### src/rtl/log_adder_pipe_pkg.sv
// Shared types for the Mitchell multiplier log-domain adder.
// T is the log-sum fraction width; operand fractions are one bit narrower.
`ifndef T
`define T 8
`endif

package log_adder_pipe_pkg;

  localparam int T   = `T;
  localparam int K_W = 4;

  typedef struct packed {
    logic [2:0]   k;
    logic [T-2:0] frac;
    logic         sign;
    logic         zero;
  } log_operand_t;

  typedef struct packed {
    logic [T+3:0] log_result;
    logic         sign;
    logic         zero;
  } log_prod_t;

endpackage

### src/rtl/log_adder_pipe_reg_stage.sv
// Valid/ready-gated register stage holding one log product and its tag.
module pipe_reg_stage
  import log_adder_pipe_pkg::*;
#(
  parameter int ID_W = 4
) (
  input  logic            clk,
  input  logic            rst_n,
  input  logic            adv,
  input  logic            in_vld,
  input  log_prod_t       in_data,
  input  logic [ID_W-1:0] in_id,
  output logic            vld,
  output log_prod_t       data,
  output logic [ID_W-1:0] id
);

  // Data only moves on a real load so held outputs stay put through stalls and bubbles.
  always_ff @(posedge clk or negedge rst_n) begin
    if (!rst_n) begin
      vld  <= 1'b0;
      data <= '0;
      id   <= '0;
    end else if (adv) begin
      vld <= in_vld;
      if (in_vld) begin
        data <= in_data;
        id   <= in_id;
      end
    end
  end

endmodule

### src/rtl/log_adder_pipe.sv
// Two-stage valid/ready log-domain adder feeding the antilog converter.
// Stage 1 sums characteristics and fractions; stage 2 applies zero forcing and drives outputs.
module log_adder_pipe
  import log_adder_pipe_pkg::*;
#(
  parameter int ID_W = 4
) (
  input  logic            clk,
  input  logic            rst_n,
  input  logic            in_valid,
  output logic            in_ready,
  input  logic [2:0]      a_k,
  input  logic [T-2:0]    a_frac,
  input  logic            a_sign,
  input  logic            a_zero,
  input  logic [2:0]      b_k,
  input  logic [T-2:0]    b_frac,
  input  logic            b_sign,
  input  logic            b_zero,
  input  logic [ID_W-1:0] in_id,
  output logic            out_valid,
  input  logic            out_ready,
  output logic [T+3:0]    log_result,
  output logic            out_sign,
  output logic            out_zero,
  output logic [ID_W-1:0] out_id
);

  function automatic log_prod_t log_add(input log_operand_t x, input log_operand_t y);
    log_prod_t       r;
    logic [K_W-1:0]  k_sum;
    logic [T-1:0]    f_sum;
    k_sum        = {1'b0, x.k} + {1'b0, y.k};
    f_sum        = {1'b0, x.frac} + {1'b0, y.frac};
    r.zero       = x.zero | y.zero;
    r.sign       = (x.sign ^ y.sign) & ~r.zero;
    r.log_result = {k_sum, f_sum};
    return r;
  endfunction

  // A zero product carries no meaningful log; hand the antilog stage a clean 0.
  function automatic log_prod_t force_zero(input log_prod_t p);
    log_prod_t r;
    r = p;
    if (p.zero) r.log_result = '0;
    return r;
  endfunction

  log_operand_t    op_a_p0, op_b_p0;
  log_prod_t       sum_p0, prod_p1, res_p1, prod_p2;
  logic [ID_W-1:0] id_p1, id_p2;
  logic            vld_p1, vld_p2;
  logic            adv_p1, adv_p2;

  assign op_a_p0 = '{k: a_k, frac: a_frac, sign: a_sign, zero: a_zero};
  assign op_b_p0 = '{k: b_k, frac: b_frac, sign: b_sign, zero: b_zero};
  assign sum_p0  = log_add(op_a_p0, op_b_p0);

  assign adv_p2   = ~vld_p2 | out_ready;
  assign adv_p1   = ~vld_p1 | adv_p2;
  assign in_ready = adv_p1;

  // Stage 1 boundary: raw log sum
  pipe_reg_stage #(.ID_W(ID_W)) u_stage1 (
    .clk     (clk),
    .rst_n   (rst_n),
    .adv     (adv_p1),
    .in_vld  (in_valid),
    .in_data (sum_p0),
    .in_id   (in_id),
    .vld     (vld_p1),
    .data    (prod_p1),
    .id      (id_p1)
  );

  assign res_p1 = force_zero(prod_p1);

  // Stage 2 boundary: output register
  pipe_reg_stage #(.ID_W(ID_W)) u_stage2 (
    .clk     (clk),
    .rst_n   (rst_n),
    .adv     (adv_p2),
    .in_vld  (vld_p1),
    .in_data (res_p1),
    .in_id   (id_p1),
    .vld     (vld_p2),
    .data    (prod_p2),
    .id      (id_p2)
  );

  assign out_valid  = vld_p2;
  assign log_result = prod_p2.log_result;
  assign out_sign   = prod_p2.sign;
  assign out_zero   = prod_p2.zero;
  assign out_id     = id_p2;

endmodule

### config.mk
export PLATFORM = sky130hd
export DESIGN_NAME = log_adder_pipe
export DESIGN_NICKNAME = d
export VERILOG_FILES = /design/src/rtl/log_adder_pipe_pkg.sv /design/src/rtl/log_adder_pipe_reg_stage.sv /design/src/rtl/log_adder_pipe.sv
export SDC_FILE = /design/constraint.sdc
export NUM_CORES = 1
export LEC_CHECK = 0
export CORE_MARGIN = 3
export CORE_UTILIZATION = 50
export CTS_BUF_LIST = sky130_fd_sc_hd__clkbuf_4
export DETAILED_ROUTE_END_ITERATION = 10
export GPL_ROUTABILITY_DRIVEN = 0
export PLACE_DENSITY = 0.83
export SLEW_MARGIN = 20
export SYNTH_ARGS = -nofsm -noshare
export SYNTH_HDL_FRONTEND = slang
export SYNTH_SLANG_ARGS = --single-unit
### constraint.sdc
create_clock -name clk -period 1.5 [get_ports clk]
set_input_delay 0.45 -clock clk [delete_from_list [all_inputs] [get_ports clk]]
set_output_delay 0.45 -clock clk [all_outputs]
set_load 0.005 [all_outputs]
==> run metrics, run 1 <==
highest clock rate=0.662 GHz; setup_tns=-10.3 ps; total power=between 0.002 and 0.003 W; 1st-iter DRT viols=~110; Fin. Hold Viols=0; flops & latches, synth=38; Post-Syn Instances=178; DR vias=1627; Yosys top cell area share=0.499; min cycle time layout=1510 ps; CP Max Fanout=2; crit path DAT=1800 ps; leading cell types by count after synthesis=dfrtp_1 (38), nand2_1 (24), o21ai_0 (23), nand2b_1 (14), mux2_2 (13); Top FF cell, synth=dfrtp_1; I/O Buffers=~50; critical path's top delay family=simple AND/OR/NAND/NOR gates; # DRC=0; RSZ-0062 raised after global routing=yes; pin count of the biggest net entering global routing=39; Least-Margin Pin Slew=370 ps; Final ANT Viol Nets=0; final setup fails=1; Async SR Flop Fraction=1.00; CP Capture Type=flip-flop; Reg2Reg Launch Point=u_stage2.vld; cell taking the most area after synthesis=dfrtp_1; fin crit share=1.01; kind of critical path=in2reg; number of flops mapped to enable cells by yosys=0; PD cells=roughly 940 mW/mm²; root buffer cell=clkbuf_4; reg-to-reg slack, setup=40 ps; Antenna Cells=0; Cell variety after synth=33; Vert. Die Dim=67.7 µm; number of slew-limit violations in the final report=0; vias in the first global route=1681; skew final=6.39 ps; IO Count=52; CTS max path bufs=2; post-DP HPWL=3380 µm; TritonRoute pass-1 iters=4; Synth area leaders=dfrtp_1 (50%), mux2_2 (7.7%), ha_1 (6.6%); vias per cell=5.32; GR Overflow Total=0; total track usage=0.222; Skew-Pair Late Insertion Delay=340 ps; Avg Cell Area, Syn=around 11 µm²; Leak Pwr=1.35 nW; Ys Warns=0; status=finished, violations left; Critical Path Source Type=input port; count leader, synth=dfrtp_1; cell area after synthesis=between 0.0015 and 0.002 mm²; failing checks=negative setup slack; max_cap viols=0; Initial Util=0.545; maximum VDD drop=0.000431 V; CTS tree=done; Slew HR=0.753; Placeable Area=0.00349 mm²; initial antenna violation count=0; die footprint=~0.0046 mm²; Reg clk slew, reported paths=100 ps; Die Width=67.7 µm; Final Net Count=303; wirelength, routed=4570 µm; Setup WS post-layout=-10.3 ps; CP cell instances=buf_6 > ha_4 > inv_2 > fa_2 > nor2b_4 > o31a_1 > or4_4 > nand3_2; Hold Path Class=in2async; Worst R2R End=u_stage1.data[10]; first-pass GRT wire length=7430 µm; CTS Hold Bufs=0; slowest cell on the critical path=or4_4; fraction of layout instances using a drive strength above 1=0.288; post-synthesis sequential area ratio=0.499; CP bufs+invs=2; Worst EP required=between 1500 and 2000 ps; CTS H-tree lvls=2; R2R depth=6; Sink Count=38; total CTS buffers=5; Synth Net Count=roughly 220; Site Rows=21; DR WL/cell=14.9 µm; Area Overhead vs Synth=47.7%; Crit path largest cell delay=roughly 420 ps
==> cells by family after synthesis <==
group / Yosys count / share of synthesized area
buffers and inverters: 15 / 0.0322
flip-flops: 38 / 0.499
multiplexers: 13 / 0.0768
AND/OR/NAND/NOR: 58 / 0.170
XOR/XNOR: 4 / 0.0184
adder cells (fa/ha/maj): 12 / 0.0867
AO/OA/AOI/OAI: 38 / 0.117
==> report_power, final <==
part / internal (W) / leakage (nW) / switching, W
combinational: 0.000492 / 0.853 / 0.000350
clock: 0.000167 / 0.0277 / 0.000309
sequential: 0.00122 / 0.468 / 0.000116
total: 0.00188 / 1.35 / 0.000775
==> layer usage <==
layer  GRT usage  part of all wire  vias to the layer above
met5           0                 0                        -
met4      0.0987             0.024                        0
met2       0.401              0.53                       60
li1            -                 -                      775
met3      0.0582             0.060                       12
met1       0.240              0.39                      780
==> state kept, by name, summed over array words and instances, names as in the netlist <==
signal,count
u_stage2.vld,1
u_stage2.id,4
u_stage1.id,4
u_stage1.data,14
u_stage1.vld,1
u_stage2.data,14
==> layout by cell type, fill, tap and decap left out, types with 5 or more instances in the layout <==
| cell type | count |
|---|---|
| mux2_2 | 13 |
| clkbuf_4 | 5 |
| clkdlybuf4s50_1 | 13 |
| o21ai_0 | 20 |
| buf_4 | 26 |
| dfrtp_1 | 38 |
| clkdlybuf4s15_1 | 10 |
| buf_6 | 5 |
| nand2_1 | 23 |
| dlygate4sd2_1 | 19 |
| ha_1 | 5 |
| nand2b_1 | 14 |
==> what timing repair did <==
action | CTS | global route
gates cloned | 0 | 0
gates resized for setup | 68 | 16
buffers inserted | 9 | 1
endpoints found under the setup margin | 33 | 12
pin swaps | 11 | 7
==> metrics by stage <==
stage,instance area (µm²),hold WS [ps],utilization,setup slack (ps),instances
floorplan,1920,154,-,-235,178
global placement,2630,426,0.752,-735,288
detailed placement,2630,426,0.752,-777,288
CTS,2770,43.6,0.792,-9.84,305
global route,2820,40.1,0.806,-49.7,306
finish,2820,50.8,0.806,-10.3,306
==> layout make-up <==
class                   instances  area, µm²
clock buffers                   5       37.5
fillers                       226        679
multi-input cells             125        980
flip-flops and latches         38        951
repair buffers                 81        748
clock inverters                 3       11.3
well taps                      46       57.6
inverters                       8       30.0
==> worst max-delay path by stage <==
| stage | start | endpoint | slack (ps) | cells past startpoint |
|---|---|---|---|---|
| 2_1_floorplan | a_frac[0] | u_stage1.data[8] | -230 | 7 |
| 3_3_place_gp | a_frac[0] | u_stage1.data[8] | -730 | 8 |
| 3_5_place_dp | a_frac[0] | u_stage1.data[8] | -780 | 8 |
| 4_1_cts | b_frac[0] | u_stage1.data[8] | -10 | 8 |
| 5_1_grt | u_stage2.vld | in_ready | -50 | 3 |
| 6_report | b_frac[0] | u_stage1.data[8] | -10 | 8 |
Note: power is estimated with default switching activity, not from simulation.
==> run 2, diff against run 1 <==
--- a/config.mk
+++ b/config.mk
@@ -5,12 +5,14 @@
 export SDC_FILE = /design/constraint.sdc
 export NUM_CORES = 1
 export LEC_CHECK = 0
+export CELL_PAD_IN_SITES_DETAIL_PLACEMENT = 2
+export CELL_PAD_IN_SITES_GLOBAL_PLACEMENT = 2
 export CORE_MARGIN = 3
-export CORE_UTILIZATION = 50
+export CORE_UTILIZATION = 31
 export CTS_BUF_LIST = sky130_fd_sc_hd__clkbuf_4
 export DETAILED_ROUTE_END_ITERATION = 10
 export GPL_ROUTABILITY_DRIVEN = 0
-export PLACE_DENSITY = 0.83
+export PLACE_DENSITY_LB_ADDON = 0.1
 export SLEW_MARGIN = 20
 export SYNTH_ARGS = -nofsm -noshare
 export SYNTH_HDL_FRONTEND = slang
==> run metrics, run 2 (synthesis results as in run 1) <==
Crit. Startpoint=a_frac[0] (was b_frac[0]); Critical Path Source Type=input port (unchanged); FILL cells=596 (was 226); root buffer cell=clkbuf_4 (unchanged); skew final=13.5 ps (was 6.39 ps); TritonRoute pass-1 iters=4 (unchanged); maximum VDD drop=0.000523 V (was 0.000431 V); Vert. Die Dim=84.4 µm (was 67.7 µm); Reg2Reg Launch Point=u_stage2.vld (unchanged); Initial Util=0.334 (was 0.545); 1st-iter DRT viols=41 (was 108); total track usage=0.187 (was 0.222); I/O Buffers=51 (unchanged); highest clock rate=0.627 GHz (was 0.662 GHz); Site Rows=27 (was 21); Die Width=84.4 µm (was 67.7 µm); crit path DAT=1860 ps (was 1800 ps); GR Overflow Total=0 (unchanged); max_cap viols=0 (unchanged); Reg clk slew, reported paths=120 ps (was 100 ps); vias in the first global route=2012 (was 1681); Area Overhead vs Synth=57.6% (was 47.7%); CP Capture Type=flip-flop (unchanged); pin count of the biggest net entering global routing=39 (unchanged); Leak Pwr=1.39 nW (was 1.35 nW); Skew-Pair Late Insertion Delay=340 ps (about the same); wirelength, routed=6150 µm (was 4570 µm); worst slack at placement=-817 ps (was -777 ps); fraction of layout instances using a drive strength above 1=0.357 (was 0.288); status=finished, violations left (unchanged); Setup WS post-layout=-93.8 ps (was -10.3 ps); post-DP HPWL=4140 µm (was 3380 µm); Non-Filler Instances=341 (was 306); most common cell after layout, fill and taps aside=dfrtp_1 (unchanged); Slew HR=0.678 (was 0.753); Antenna Cells=0 (unchanged); # DRC=0 (unchanged); most frequent cells in the layout=dfrtp_1 (38), buf_4 (35), nand2_1 (23) (was dfrtp_1 (38), buf_4 (26), nand2_1 (23)); CTS max path bufs=2 (unchanged); first-pass GRT wire length=10500 µm (was 7430 µm); Inst Count DP=314 (was 288); Least-Margin Pin Slew=483 ps (was 370 ps); reg-to-reg slack, setup=-10 ps (was 40 ps); failing checks=negative setup slack (unchanged); Sink Count=38 (unchanged); die footprint=0.00712 mm² (was 0.00459 mm²); Hold WS=143 ps (was 50.8 ps); Worst EP required=1770 ps (was 1790 ps); kind of critical path=in2reg (unchanged); Fin. Hold Viols=0 (unchanged); fin crit share=1.06 (was 1.01); Placeable Area=0.00571 mm² (was 0.00349 mm²); RSZ-0062 raised after global routing=yes (unchanged); min cycle time layout=1590 ps (was 1510 ps); CTS H-tree lvls=2 (unchanged); setup_tns=-132 ps (was -10.3 ps); DR WL/cell=18.0 µm (was 14.9 µm); biggest regs=u_stage1.data: 14 flops, u_stage2.data: 14 flops (unchanged); CP Max Fanout=2 (unchanged); total CTS buffers=5 (unchanged); IO Count=52 (unchanged); number of slew-limit violations in the final report=0 (unchanged); final setup fails=3 (was 1); vias per cell=4.81 (was 5.32); CTS tree=done (unchanged); Final ANT Viol Nets=0 (unchanged); Hold Path Class=in2async (unchanged); PD cells=1060 mW/mm² (was 942 mW/mm²); Final Net Count=312 (was 303); DR vias=1640 (was 1627); initial antenna violation count=0 (unchanged)
## run 2: cell count changes in the layout (fill, tap and decap cells not counted), sizes merged
cell	before	now
buf	35	45
bufinv	0	2
clkbuf	5	7
clkdlybuf4s15	10	17
clkinv	3	1
dlygate4sd2	19	13
dlymetal6s2s	4	0
## run 2: worst paths after layout
check / cells past startpoint / end
min: 2 / u_stage2.data[5]
max in group asynchronous: 2 / u_stage1.data[8]
max: 8 / u_stage1.data[8]
min reg2reg: 2 / u_stage1.data[1]
max reg2reg: 6 / u_stage1.data[7]
min in group clk: 3 / u_stage1.data[2]
## run 2: final cells by class
| cell class | count | area (µm²) | area share |
|---|---|---|---|
| Inverter | 8 | 30.0 | 0.0100 |
| Clock buffer | 5 | 37.5 | 0.0125 |
| Sequential cell | 38 | 951 | 0.317 |
| Tap cell | 72 | 90.1 | 0.0300 |
| Multi-Input combinational cell | 125 | 1020 | 0.341 |
| Timing Repair Buffer | 90 | 801 | 0.267 |
| Clock inverter | 3 | 68.8 | 0.0229 |
## run 2: metal layers
metal | global-route usage | part of all wire | wire [µm] | vias up
li1 | - | - | - | 790
met1 | 0.202 | 0.38 | 2360 | 813
met2 | 0.363 | 0.58 | 3550 | 29
met3 | 0.0393 | 0.024 | 148 | 8
met4 | 0.0547 | 0.015 | 95 | 0
met5 | 0 | 0 | 0 | -
## run 2: metrics by stage
step / util / power (W) / cell area (µm²)
floorplan: - / 0.00168 / 1920
global placement: 0.466 / 0.00216 / 2660
detailed placement: 0.466 / 0.00222 / 2660
CTS: 0.513 / 0.00314 / 2930
global route: 0.526 / 0.00344 / 3000
finish: 0.526 / 0.00320 / 3000
## run 2: report_power, final
group / total, W / switching (W) / internal, W / leakage [nW]
sequential: 0.00134 / 0.000127 / 0.00122 / 0.468
combinational: 0.000977 / 0.000410 / 0.000567 / 0.864
clock: 0.000875 / 0.000354 / 0.000521 / 0.0554
total: 0.00320 / 0.000891 / 0.00231 / 1.39
## run 2: critical path, stage by stage
cell,delay [ps]
buf_6,100
ha_4,150
inv_2,60
fa_2,230
nor2b_4,50
o31a_1,300
or4_4,430
nand3_2,100
## run 2: repair_timing
item	in CTS	in global routing
setup endpoints to repair	35	29
hold buffers	0	0
endpoints found under the hold margin	0	0
gates resized for setup	81	26
pin swaps	19	9
setup buffers	15	4
==> run 3, diff against run 2 <==
--- a/config.mk
+++ b/config.mk
@@ -5,10 +5,11 @@
 export SDC_FILE = /design/constraint.sdc
 export NUM_CORES = 1
 export LEC_CHECK = 0
+export ABC_AREA = 1
 export CELL_PAD_IN_SITES_DETAIL_PLACEMENT = 2
 export CELL_PAD_IN_SITES_GLOBAL_PLACEMENT = 2
 export CORE_MARGIN = 3
-export CORE_UTILIZATION = 31
+export CORE_UTILIZATION = 29
 export CTS_BUF_LIST = sky130_fd_sc_hd__clkbuf_4
 export DETAILED_ROUTE_END_ITERATION = 10
 export GPL_ROUTABILITY_DRIVEN = 0
==> run metrics, run 3 <==
biggest regs=u_stage1.data: 14 flops, u_stage2.data: 14 flops (unchanged); CP Capture Type=output port (was flip-flop); Initial Util=0.306 (was 0.334); Die Width=85.9 µm (was 84.4 µm); CP Max Fanout=2 (unchanged); Async SR Flop Fraction=1.00 (unchanged); post-DP HPWL=4170 µm (was 4140 µm); Worst EP required=1050 ps (was 1770 ps); Skew-Pair Late Insertion Delay=350 ps (was 340 ps); crit path DAT=1060 ps (was 1860 ps); Inst Count DP=349 (was 314); maximum VDD drop=0.000429 V (was 0.000523 V); Fin. Hold Viols=0 (unchanged); CTS max path bufs=2 (unchanged); Crit. Startpoint=u_stage2.vld (was a_frac[0]); DR vias=1728 (was 1640); fin crit share=1.00 (was 1.06); Ys Warns=0 (unchanged); pin count of the biggest net entering global routing=39 (unchanged); initial antenna violation count=0 (unchanged); first-pass GRT wire length=9320 µm (was 10500 µm); Least-Margin Pin Slew=256 ps (was 483 ps); number of slew-limit violations in the final report=0 (unchanged); leading cell types by count after synthesis=nand2_1 (67), dfrtp_1 (38), inv_1 (18) (was dfrtp_1 (38), nand2_1 (24), o21ai_0 (23), nand2b_1 (14), mux2_2 (13)); post-synthesis sequential area ratio=0.513 (was 0.499); cell area after synthesis=0.00185 mm² (was 0.00191 mm²); # DRC=0 (unchanged); Sink Count=38 (unchanged); status=finished, violations left (unchanged); IO Count=52 (unchanged); Avg Cell Area, Syn=9.17 µm² (was 10.7 µm²); vias per cell=4.67 (was 4.81); Final ANT Viol Nets=0 (unchanged); highest clock rate=0.664 GHz (was 0.627 GHz); max_cap viols=0 (unchanged); Hold Path Class=in2async (unchanged); Reg2Reg Launch Point=u_stage2.vld (unchanged); flops & latches, synth=38 (unchanged); DR WL/cell=15.1 µm (was 18.0 µm); Site Rows=28 (was 27); Final Net Count=340 (was 312); min cycle time layout=1510 ps (was 1590 ps); GR Overflow Total=0 (unchanged); root buffer cell=clkbuf_4 (unchanged); count leader, synth=nand2_1 (was dfrtp_1); vias in the first global route=1938 (was 2012); number of flops mapped to enable cells by yosys=0 (unchanged); Slew HR=0.828 (was 0.678); Setup WS post-layout=-6.06 ps (was -93.8 ps); Antenna Cells=0 (unchanged); skew final=11.2 ps (was 13.5 ps); kind of critical path=reg2out (was in2reg); failing checks=negative setup slack (unchanged); most common cell after layout, fill and taps aside=nand2_1 (was dfrtp_1); wirelength, routed=5580 µm (was 6150 µm); Synth area leaders=dfrtp_1 (51%), nand2_1 (14%), ha_1 (6.8%) (was dfrtp_1 (50%), mux2_2 (7.7%), ha_1 (6.6%)); fraction of layout instances using a drive strength above 1=0.295 (was 0.357); CTS H-tree lvls=2 (unchanged); PD cells=927 mW/mm² (was 1060 mW/mm²); RSZ-0062 raised after global routing=yes (unchanged); Vert. Die Dim=85.9 µm (was 84.4 µm); I/O Buffers=51 (unchanged); Area Overhead vs Synth=58.9% (was 57.6%); most frequent cells in the layout=nand2_1 (64), dfrtp_1 (38), buf_4 (35) (was dfrtp_1 (38), buf_4 (35), nand2_1 (23)); Top FF cell, synth=dfrtp_1 (unchanged); Non-Filler Instances=370 (was 341); cell taking the most area after synthesis=dfrtp_1 (unchanged); Reg clk slew, reported paths=110 ps (was 120 ps); CTS Hold Bufs=0 (unchanged); Synth Net Count=246 (was 222); total CTS buffers=5 (unchanged); TritonRoute pass-1 iters=4 (unchanged); Yosys top cell area share=0.513 (was 0.499); die footprint=0.00738 mm² (was 0.00712 mm²); Cell variety after synth=27 (was 33); final setup fails=1 (was 3); total track usage=0.163 (was 0.187); CTS tree=done (unchanged); Placeable Area=0.00606 mm² (was 0.00571 mm²); Critical Path Source Type=flip-flop (was input port); worst slack at placement=-610 ps (was -817 ps); Leak Pwr=1.54 nW (was 1.39 nW); 1st-iter DRT viols=53 (was 41); Post-Syn Instances=202 (was 178)
[run 3: changes by cell type after synthesis, sizes merged, moves of 6 or more]
cell	before	now
a22o	0	8
o21ai	23	11
nand2b	14	0
inv	8	22
nor2	4	10
mux2	13	0
nand3	2	11
nand2	24	69
[run 3: power breakdown]
part / internal [W] / switching [W] / total [W] / leakage [nW]
clock network: 0.000160 / 0.000319 / 0.000480 / 0.0246
logic: 0.000523 / 0.000425 / 0.000948 / 1.04
registers: 0.00120 / 0.0000999 / 0.00130 / 0.477
[run 3: per-layer routing]
metal	global-route usage	vias to the layer above	wire [µm]
met5	0	-	0
met4	0.0475	0	68
met3	0.0317	5	198
met2	0.294	40	2920
met1	0.194	846	2390
li1	-	837	-
[run 3: final timing paths]
| path | slack (ps) | cells after the start | to |
|---|---|---|---|
| worst max-delay path | -6 | 3 | in_ready |
| worst min-delay path | 60 | 2 | u_stage2.id[2] |
| worst max register to register | 70 | 7 | u_stage2.data[5] |
| min in group clk | 460 | 4 | u_stage1.data[10] |
| worst min register to register | 490 | 2 | u_stage2.data[13] |
| max in group asynchronous | 1250 | 2 | u_stage2.data[7] |
[run 3: kinds of logic (layout without fill, tap and decap cells)]
| logic type | after synthesis | in the layout | share of synthesized area |
|---|---|---|---|
| fa+ha+maj | 12 | 12 | 0.0891 |
| compound gates | 31 | 31 | 0.117 |
| simple gates | 93 | 93 | 0.208 |
| xor+xnor | 2 | 2 | 0.00945 |
| flops | 38 | 38 | 0.513 |
| buf+inv | 26 | 119 | 0.0628 |
[run 3: timing repair]
item / CTS / global route
pin swaps: 14 / 6
setup endpoints to repair: 27 / 21
setup buffers: 8 / 7
gates cloned: 0 / 0
resized for setup: 56 / 32
[run 3: cell type report]
cell class | count | area, µm²
Fill cell | 670 | 3120
Timing Repair Buffer | 91 | 848
Sequential cell | 38 | 951
Inverter | 22 | 87.6
Clock inverter | 1 | 3.75
Tap cell | 75 | 93.8
Clock buffer | 5 | 37.5
Multi-Input combinational cell | 138 | 922
[run 3: worst max-delay path: stages (launching register included)]
cell     delay (ps)
dfrtp_1         420
buf_6           140
nand3_4          60
buf_6           100
[run 3: stage by stage]
step / hold WS (ps) / cell area [µm²] / utilization / total power, W / setup TNS, ps
after global routing: 49.1 / 2940 / 0.486 / 0.00295 / -173
after floorplan: 154 / 1860 / - / 0.00166 / 0
final: 56.5 / 2940 / 0.486 / 0.00273 / -6.06
after global placement: 434 / 2640 / 0.435 / 0.00213 / -11250
after CTS: 51.9 / 2790 / 0.460 / 0.00268 / -26.8
after detailed placement: 436 / 2640 / 0.435 / 0.00218 / -12440
